==> src/rtl/hamming16_pkg.sv <==
// Shared Hamming(21,16) definitions used by both the write side and the decoder.
package hamming16_pkg;

    localparam int DATA_W = 16;
    localparam int PAR_W  = 5;
    localparam int CW_W   = DATA_W + PAR_W;

    typedef enum logic [1:0] {
        ST_IDLE,
        ST_RUN,
        ST_DRAIN,
        ST_DONE
    } wr_state_e;

    // Parity bits {p4,p3,p2,p1,p0}; the decoder recomputes these to form its syndrome.
    function automatic logic [PAR_W-1:0] hamming16_parity(input logic [DATA_W-1:0] d);
        logic [PAR_W-1:0] p;
        p[0] = d[0] ^ d[1] ^ d[3] ^ d[4] ^ d[6] ^ d[8] ^ d[10] ^ d[11] ^ d[13] ^ d[15];
        p[1] = d[0] ^ d[2] ^ d[3] ^ d[5] ^ d[6] ^ d[9] ^ d[10] ^ d[12] ^ d[13];
        p[2] = d[1] ^ d[2] ^ d[3] ^ d[7] ^ d[8] ^ d[9] ^ d[10] ^ d[14] ^ d[15];
        p[3] = ^d[10:4];
        p[4] = ^d[15:11];
        return p;
    endfunction

endpackage

==> src/rtl/hamming16_enc.sv <==
// Combinational data -> parity encoder.
module hamming16_enc
    import hamming16_pkg::*;
(
    input  logic [DATA_W-1:0] data_i,
    output logic [PAR_W-1:0]  par_o
);

    assign par_o = hamming16_parity(data_i);

endmodule

==> src/rtl/hamming16_mem_writer.sv <==
// Streams 16-bit words in, writes 21-bit Hamming codewords to consecutive
// memory addresses, with optional single-bit error injection.
module hamming16_mem_writer
    import hamming16_pkg::*;
#(
    parameter int AW = 8
) (
    input  logic              clk,
    input  logic              rst,
    input  logic              start,
    input  logic [AW-1:0]     base_addr,
    input  logic [AW:0]       word_cnt,
    input  logic              s_valid,
    output logic              s_ready,
    input  logic [DATA_W-1:0] s_data,
    input  logic              inj_en,
    input  logic [4:0]        inj_bit,
    output logic              mem_we,
    input  logic              mem_ready,
    output logic [AW-1:0]     mem_addr,
    output logic [CW_W-1:0]   mem_wdata,
    output logic              busy,
    output logic              done
);

    localparam logic [AW:0] REM_ONE = (AW+1)'(1);

    wr_state_e         state_q, state_d;
    logic [AW-1:0]     addr_q, addr_d;     // next address to assign
    logic [AW:0]       rem_q, rem_d;       // words still to accept
    logic              we_q, we_d;         // output register holds a pending write
    logic [AW-1:0]     maddr_q, maddr_d;
    logic [CW_W-1:0]   wdata_q, wdata_d;
    logic [PAR_W-1:0]  par;
    logic [CW_W-1:0]   inj_mask;
    logic              accept;

    hamming16_enc u_enc (
        .data_i (s_data),
        .par_o  (par)
    );

    // Out-of-range bit indices produce an empty mask, so injection is a no-op.
    always_comb begin
        inj_mask = '0;
        if (inj_en && (inj_bit <= 5'd20)) inj_mask = CW_W'(1) << inj_bit;
    end

    // Input may advance whenever the output register is empty or draining this cycle.
    assign s_ready = (state_q == ST_RUN) && (!we_q || mem_ready);
    assign accept  = s_valid && s_ready;

    // Next-state, counter and output-register update.
    always_comb begin
        state_d = state_q;
        addr_d  = addr_q;
        rem_d   = rem_q;
        we_d    = we_q;
        maddr_d = maddr_q;
        wdata_d = wdata_q;

        // A consumed write empties the register unless refilled below.
        if (we_q && mem_ready) we_d = 1'b0;

        case (state_q)
            ST_IDLE: begin
                if (start) begin
                    addr_d  = base_addr;
                    rem_d   = word_cnt;
                    state_d = (word_cnt != '0) ? ST_RUN : ST_DONE;
                end
            end
            ST_RUN: begin
                if (accept) begin
                    we_d    = 1'b1;
                    maddr_d = addr_q;
                    wdata_d = {par, s_data} ^ inj_mask;
                    addr_d  = addr_q + AW'(1);
                    rem_d   = rem_q - REM_ONE;
                    if (rem_q == REM_ONE) state_d = ST_DRAIN;
                end
            end
            ST_DRAIN: begin
                if (!we_q || mem_ready) state_d = ST_DONE;
            end
            ST_DONE: state_d = ST_IDLE;
            default: state_d = ST_IDLE;
        endcase
    end

    // State and datapath registers; reset aborts any burst and drops pending writes.
    always_ff @(posedge clk) begin
        if (rst) begin
            state_q <= ST_IDLE;
            addr_q  <= '0;
            rem_q   <= '0;
            we_q    <= 1'b0;
            maddr_q <= '0;
            wdata_q <= '0;
        end else begin
            state_q <= state_d;
            addr_q  <= addr_d;
            rem_q   <= rem_d;
            we_q    <= we_d;
            maddr_q <= maddr_d;
            wdata_q <= wdata_d;
        end
    end

    assign mem_we    = we_q;
    assign mem_addr  = maddr_q;
    assign mem_wdata = wdata_q;
    assign busy      = (state_q == ST_RUN) || (state_q == ST_DRAIN);
    assign done      = (state_q == ST_DONE);

endmodule

==> config.mk <==
export PLATFORM = sky130hd
export DESIGN_NAME = hamming16_mem_writer
export DESIGN_NICKNAME = d
export VERILOG_FILES = /design/src/rtl/hamming16_pkg.sv /design/src/rtl/hamming16_enc.sv /design/src/rtl/hamming16_mem_writer.sv
export SDC_FILE = /design/constraint.sdc
export NUM_CORES = 1
export LEC_CHECK = 0
export ABC_CLOCK_PERIOD_IN_PS = 3600
export CORE_MARGIN = 4
export CORE_UTILIZATION = 50
export CTS_CLUSTER_DIAMETER = 50
export DETAILED_ROUTE_END_ITERATION = 8
export GPL_TIMING_DRIVEN = 0
export PLACE_DENSITY = 0.82
export SLEW_MARGIN = 30
export SYNTH_ARGS = -nofsm -noshare
export SYNTH_HDL_FRONTEND = slang
export SYNTH_SLANG_ARGS = --single-unit
==> constraint.sdc <==
create_clock -name clk -period 3.6 [get_ports clk]
set_input_delay 0.72 -clock clk [delete_from_list [all_inputs] [get_ports clk]]
set_output_delay 0.72 -clock clk [all_outputs]
set_load 0.005 [all_outputs]
* Word-level counts from Yosys, hierarchy flattened
Index checks and enable logic that the tools add are counted.
** Word-level totals
- Memories kept :: 0
- Memory bits (read-only) :: 0
- Bits in writable memories :: 0
- Flip-flop bits (word level) :: 49
- Bits in latches :: 0
** Cells by class
- Equality and inequality tests :: 8
- Add/sub/neg operators :: 2
- Shift-type cells :: 1
- Order comparisons :: 1
- Reductions and logical operators :: 15
- Div/mod/pow operators :: 0
- Multiplexer cells :: 16
- Bitwise logic cells :: 26
- Multipliers :: 0
** Operators by type and width (count)
- XOR 1 bit :: 25
- 2-to-1 mux 21 bit :: 1
- left shift 1 x 5 -> 21 bit (first input constant) :: 1
- XOR 21 bit :: 1
- 2-to-1 mux 9 bit :: 2
- one-hot mux 9 bit (2 select lines) :: 1
- 2-to-1 mux 8 bit :: 2
- one-hot mux 8 bit (2 select lines) :: 1
- 2-to-1 mux 2 bit :: 5
- equality test 9 x 1 -> 1 bit (second input constant) :: 1
- nonzero test 9 bit :: 1
- subtractor 9 x 1 -> 9 bit (second input constant) :: 1
- adder 8 x 1 -> 8 bit (second input constant) :: 1
- inequality test 2 bit (second input constant) :: 4
- one-hot mux 2 bit (4 select lines) :: 1
- XOR reduction 7 bit :: 1
- <= comparator 5 bit (second input constant) :: 1
- XOR reduction 5 bit :: 1
- equality test 2 bit (second input constant) :: 2
- logical AND 1 bit :: 4
- AND reduction 4 bit :: 1
- 2-to-1 mux 1 bit :: 3
- AND reduction 3 bit :: 1
- equality test 2 x 1 -> 1 bit (second input constant) :: 1
- other kinds (5) :: 6

* Logic depth before layout (Yosys ltp)
- Depth after elaboration :: 10
- Depth in mapped cells :: 9
- Gate-level depth less buffers :: 7

* Modules after synthesis
From an unflattened synthesis, not the netlist that was laid out.
** Unflattened totals
- Cell total of the unflattened synthesis :: 352
- Area, all modules :: 2961.6 sq um
** Modules (own cells, without submodules)
- hamming16_mem_writer :: instances 1, area each 2702.6 sq um, cells each 328
- hamming16_enc :: instances 1, area each 259.0 sq um, cells each 24

* Least setup slack after synthesis
No wires, ideal clock.
- Path kind :: register to output
- From :: reg state_q[1]
- To :: out s_ready
- Data arrival time :: 1.211 ns
- Slack :: 1.669 ns
- Required time :: 2.880 ns
- Cell stages (with the launch flop) :: 7
- Path through :: dfxtp_1 > inv_1 > ha_1 > buf_2 > clkinv_1 > clkbuf_1 > nor2_1
** Between the ends
- Word-level cells in the longest chain between the ends :: 2
** RTL lines
- start, declared :: RTL line hamming16_mem_writer.sv:28 : wr_state_e state_q, state_d;
- start signal, assigned :: RTL line hamming16_mem_writer.sv:101 : state_q <= state_d;
- equality test 2 x 1 -> 1 bit :: RTL line hamming16_mem_writer.sv:50 : assign s_ready = (state_q == ST_RUN) && (!we_q || mem_ready);
- logical AND 1 bit :: RTL line hamming16_mem_writer.sv:50
- end, declared :: RTL line hamming16_mem_writer.sv:14 : output logic s_ready,
Every way passes these cells.

* Final worst setup path
Ends and elaborated chain as after synthesis.

==> PnR_summary.wiki <==
{| class="wikitable"
! Metric !! Value
|-
| Fraction of final layout cells sized beyond drive strength 1 || 0.04072
|-
| Unrepaired setup endpoints after global routing || false
|-
| Largest delay share family, worst path || buffers and inverters
|-
| Number of flops mapped to enable cells by yosys || 0
|-
| Flop-to-flop setup slack || 1200 ps
|-
| Worst r2r src || state_q[1]
|-
| Number of synthesized register bits || between 40 and 50
|-
| Die span in x || 83.55 µm
|-
| Overall track demand over capacity in global routing || 0.2325
|-
| IR drop worst, VDD || 0.0002985 V
|-
| Root buf cell || sky130_fd_sc_hd__clkbuf_8
|-
| Number of warnings reported in the yosys synthesis log || 0
|-
| Die height || 83.55 µm
|-
| Top Usage Layer GRT || met2
|-
| Hold Fails Final Rpt || 0
|-
| DR DRC count || 0
|-
| Placeable core area || between 5000 and 6000 µm²
|-
| Critical Path End Type || output port
|-
| Worst-case clock skew || 6.500 ps
|-
| Area growth from synthesis to final layout || 32.35%
|-
| Worst hold path type || reg -> reg
|-
| Placed inst area || 3695 µm²
|-
| Core Rows || 27
|-
| Setup TNS || 0 ps
|-
| Total non-filler cell area in the finished layout || 3777 µm²
|-
| Area of the mapped netlist || 2854 µm²
|-
| Leakage power summed over all cells || 1.246 nW
|-
| Maximum operating frequency || between 300 and 400 MHz
|-
| Setup violation total in the final timing report || 0
|-
| Number of fill cells || 484
|-
| Crit path required time || 2880 ps
|-
| Number of antenna cells inserted || 0
|-
| Number of global-route vias before repair || 2915
|-
| Number of cells after detailed placement || 506
|-
| Top post-synthesis cells by area || sky130_fd_sc_hd__dfxtp_1 34%, sky130_fd_sc_hd__xnor2_1 8.9%, sky130_fd_sc_hd__a211oi_1 6.6%
|-
| CTS tree || done
|-
| Depth of the worst register-to-register path || 9
|-
| Main synth FF type || sky130_fd_sc_hd__dfxtp_1
|-
| Final Wtd Congestion || 0.9555
|-
| Clock buffers created by TritonCTS || 5
|-
| Worst Hold Path Cells || 2
|-
| Average wire per standard cell || 15.56 µm
|-
| Number of nets with antenna violations after detailed routing || 0
|-
| Worst R2R End || mem_addr[6]
|-
| Minimum period implied by the final worst setup slack || 3045 ps
|-
| Maximum cell stage delay along the critical path || 510 ps
|-
| Final worst slack || 555.4 ps
|-
| H-tree lvl count || 2
|-
| Slew at the pin closest to its max-slew limit || 752.1 ps
|-
| Met2 Use GR || 0.4184
|-
| Number of clock sinks seen by CTS || 49
|-
| Slowest-stage cell, CP || sky130_fd_sc_hd__clkdlybuf4s50_1
|-
| Maximum count of clock buffers along a single path || 2
|-
| Post-synthesis area per instance || roughly 8 µm²
|-
| Min-Delay Endpoint || mem_addr[6]
|-
| Top-level port count || 77
|-
| Async set or reset register ratio after synthesis || 0
|-
| Total congestion overflow || 0
|-
| Global-route wire length before repair || approximately 13000 µm
|-
| Total wire length || 7999 µm
|-
| Kind of start point of the critical path || flop
|-
| Router iterations before antenna repair || 4
|-
| Period utilization || 0.8457
|-
| Number of max-cap violations || 0
|-
| Number of buffers and inverters on the critical path || 5
|-
| Post-synthesis cell type with the largest combined area || sky130_fd_sc_hd__dfxtp_1
|-
| Largest net degree at the start of global routing || 15
|-
| Register area share after synthesis || 0.3437
|-
| Floorplan die area || 6981 µm²
|-
| Via Count || 2887
|-
| Net count after synthesis || 411
|-
| Post-DR vias/cell || 5.617
|-
| Total of hold buffers inserted after clock tree synthesis || 0
|-
| Count of placed standard cells in the final layout, fillers left out || between 500 and 600
|-
| Detailed placer's ending HPWL || about 6300 µm
|-
| Global routing usage on met1 || 0.2779
|-
| Initial drt markers || 198
|-
| WS Path Type || reg -> out
|-
| Slew margin rel. || 0.4952
|-
| Worst slack after detailed placement || 740.8 ps
|-
| IO buf count || between 70 and 80
|-
| Cell chain of the critical path || inv_1 > ha_1 > buf_2 > clkinv_1 > clkbuf_1 > nor2_1 > clkdlybuf4s50_1
|-
| Initial Util || 0.5183
|-
| Status || finished clean
|-
| Nets || between 400 and 500
|-
| Critical path data arrival time || between 2000 and 2500 ps
|-
| PwrDens || ~640 nW/µm²
|-
| Gate Count Post-Synth || 359
|-
| Most numerous cell types in the synthesized netlist || 49 x sky130_fd_sc_hd__dfxtp_1, 45 x sky130_fd_sc_hd__nand2_1, 44 x sky130_fd_sc_hd__nor2_1, 29 x sky130_fd_sc_hd__a21oi_1, 29 x sky130_fd_sc_hd__xnor2_1
|-
| GR Layer Usage met3 || 0.05133
|-
| Number of buffers inserted by post-CTS setup repair || 0
|-
| Highest net fanout along the worst path || 10
|-
| Yosys cell types || 46
|-
| Later-pin clock latency in the skew report || 300 ps
|-
| Max Slew Vio Count || 0
|-
| Cell with the most instances after synthesis || sky130_fd_sc_hd__dfxtp_1
|-
| Post-CTS resize count || 0
|-
| Fraction of post-synthesis cell area in the top cell type by area || 0.3437
|-
| Clock transition at the register clock pins on the worst setup and hold paths after CTS || 90 ps
|-
| Antenna violations before repair || 0
|-
| Start point of the worst hold path || mem_addr[6]
|}
[worst reg2reg max path: cells and delay by family (launching register included)]
family / cells / cell delay [ps]
AO/OA/AOI/OAI: 1 / 130
flip-flops: 1 / 360
adder cells (fa/ha/maj): 1 / 140
AND/OR/NAND/NOR: 3 / 550
buffers and inverters: 4 / 1150
[layout by cell type, fill, tap and decap left out, types with 14 or more instances in the layout]
cell / count
sky130_fd_sc_hd__a211oi_1: 25
sky130_fd_sc_hd__a21oi_1: 29
sky130_fd_sc_hd__clkbuf_1: 16
sky130_fd_sc_hd__clkdlybuf4s50_1: 75
sky130_fd_sc_hd__dfxtp_1: 49
sky130_fd_sc_hd__nand2_1: 45
sky130_fd_sc_hd__nor2_1: 44
sky130_fd_sc_hd__o21ai_0: 14
sky130_fd_sc_hd__xnor2_1: 29
sky130_fd_sc_hd__xor2_1: 17
[layout make-up]
| class | instances | area, µm² | area share |
|---|---|---|---|
| Clock buffer | 6 | 72.57 | 0.01921 |
| Tap cell | 72 | 90.09 | 0.02385 |
| Inverter | 6 | 22.52 | 0.005962 |
| Timing Repair Buffer | 75 | 750.7 | 0.1987 |
| Buffer | 20 | 77.57 | 0.02054 |
| Sequential cell | 49 | 980.9 | 0.2597 |
| Multi-Input combinational cell | 284 | 1773 | 0.4694 |
| Clock inverter | 2 | 10.01 | 0.002650 |
[routing by layer]
metal	vias up	wire length [µm]
met1	1355	3272
li1	1419	-
met3	12	477
met2	101	4135
met4	0	114
met5	-	0
[registers in the layout, indices dropped and copies added (netlist names)]
signal,count
mem_wdata,21
rem_q,9
addr_q,8
mem_addr,8
state_q,2
mem_we,1
[cell families (layout without fill, tap and decap cells)]
kind of cell,count (synthesis),after routing,synth area share
buffers and inverters,26,109,0.03507
DFF,49,49,0.3437
xor gates and xnor gates,46,46,0.1412
muxes,2,2,0.007453
and+or+nand+nor,142,142,0.2424
AOI/OAI and AO/OA,86,86,0.1951
adders and majority gates,8,8,0.03507
[report_power, final]
| part | switching, mW | internal, mW | leakage [nW] |
|---|---|---|---|
| Clock | 0.183 | 0.135 | 0.0450 |
| Sequential | 0.137 | 0.698 | 0.401 |
| Combinational | 0.678 | 0.573 | 0.800 |
| Total | 0.999 | 1.41 | 1.25 |
[per-stage QoR]
step                      hold WS (ps)    util  total power [mW]
after floorplan                  437.3       -             1.614
after global placement           442.1  0.6710             2.047
after detailed placement         451.0  0.6710             2.082
after CTS                        464.4  0.6860             2.403
after global routing             491.2  0.6860             2.601
final                            462.9  0.6860             2.404
[how the worst max path moves through the flow]
stage                             end       start  slack (ps)  cells past startpoint
after global placement    mem_addr[6]     s_valid         800                      7
final                         s_ready  state_q[1]         560                      7
after global routing          s_ready  state_q[1]         410                      7
after floorplan               s_ready  state_q[1]        1670                      6
after CTS                     s_ready  state_q[1]         560                      7
after detailed placement  mem_addr[6]     s_valid         740                      7
No activity file was read; power rests on OpenSTA's default activity.
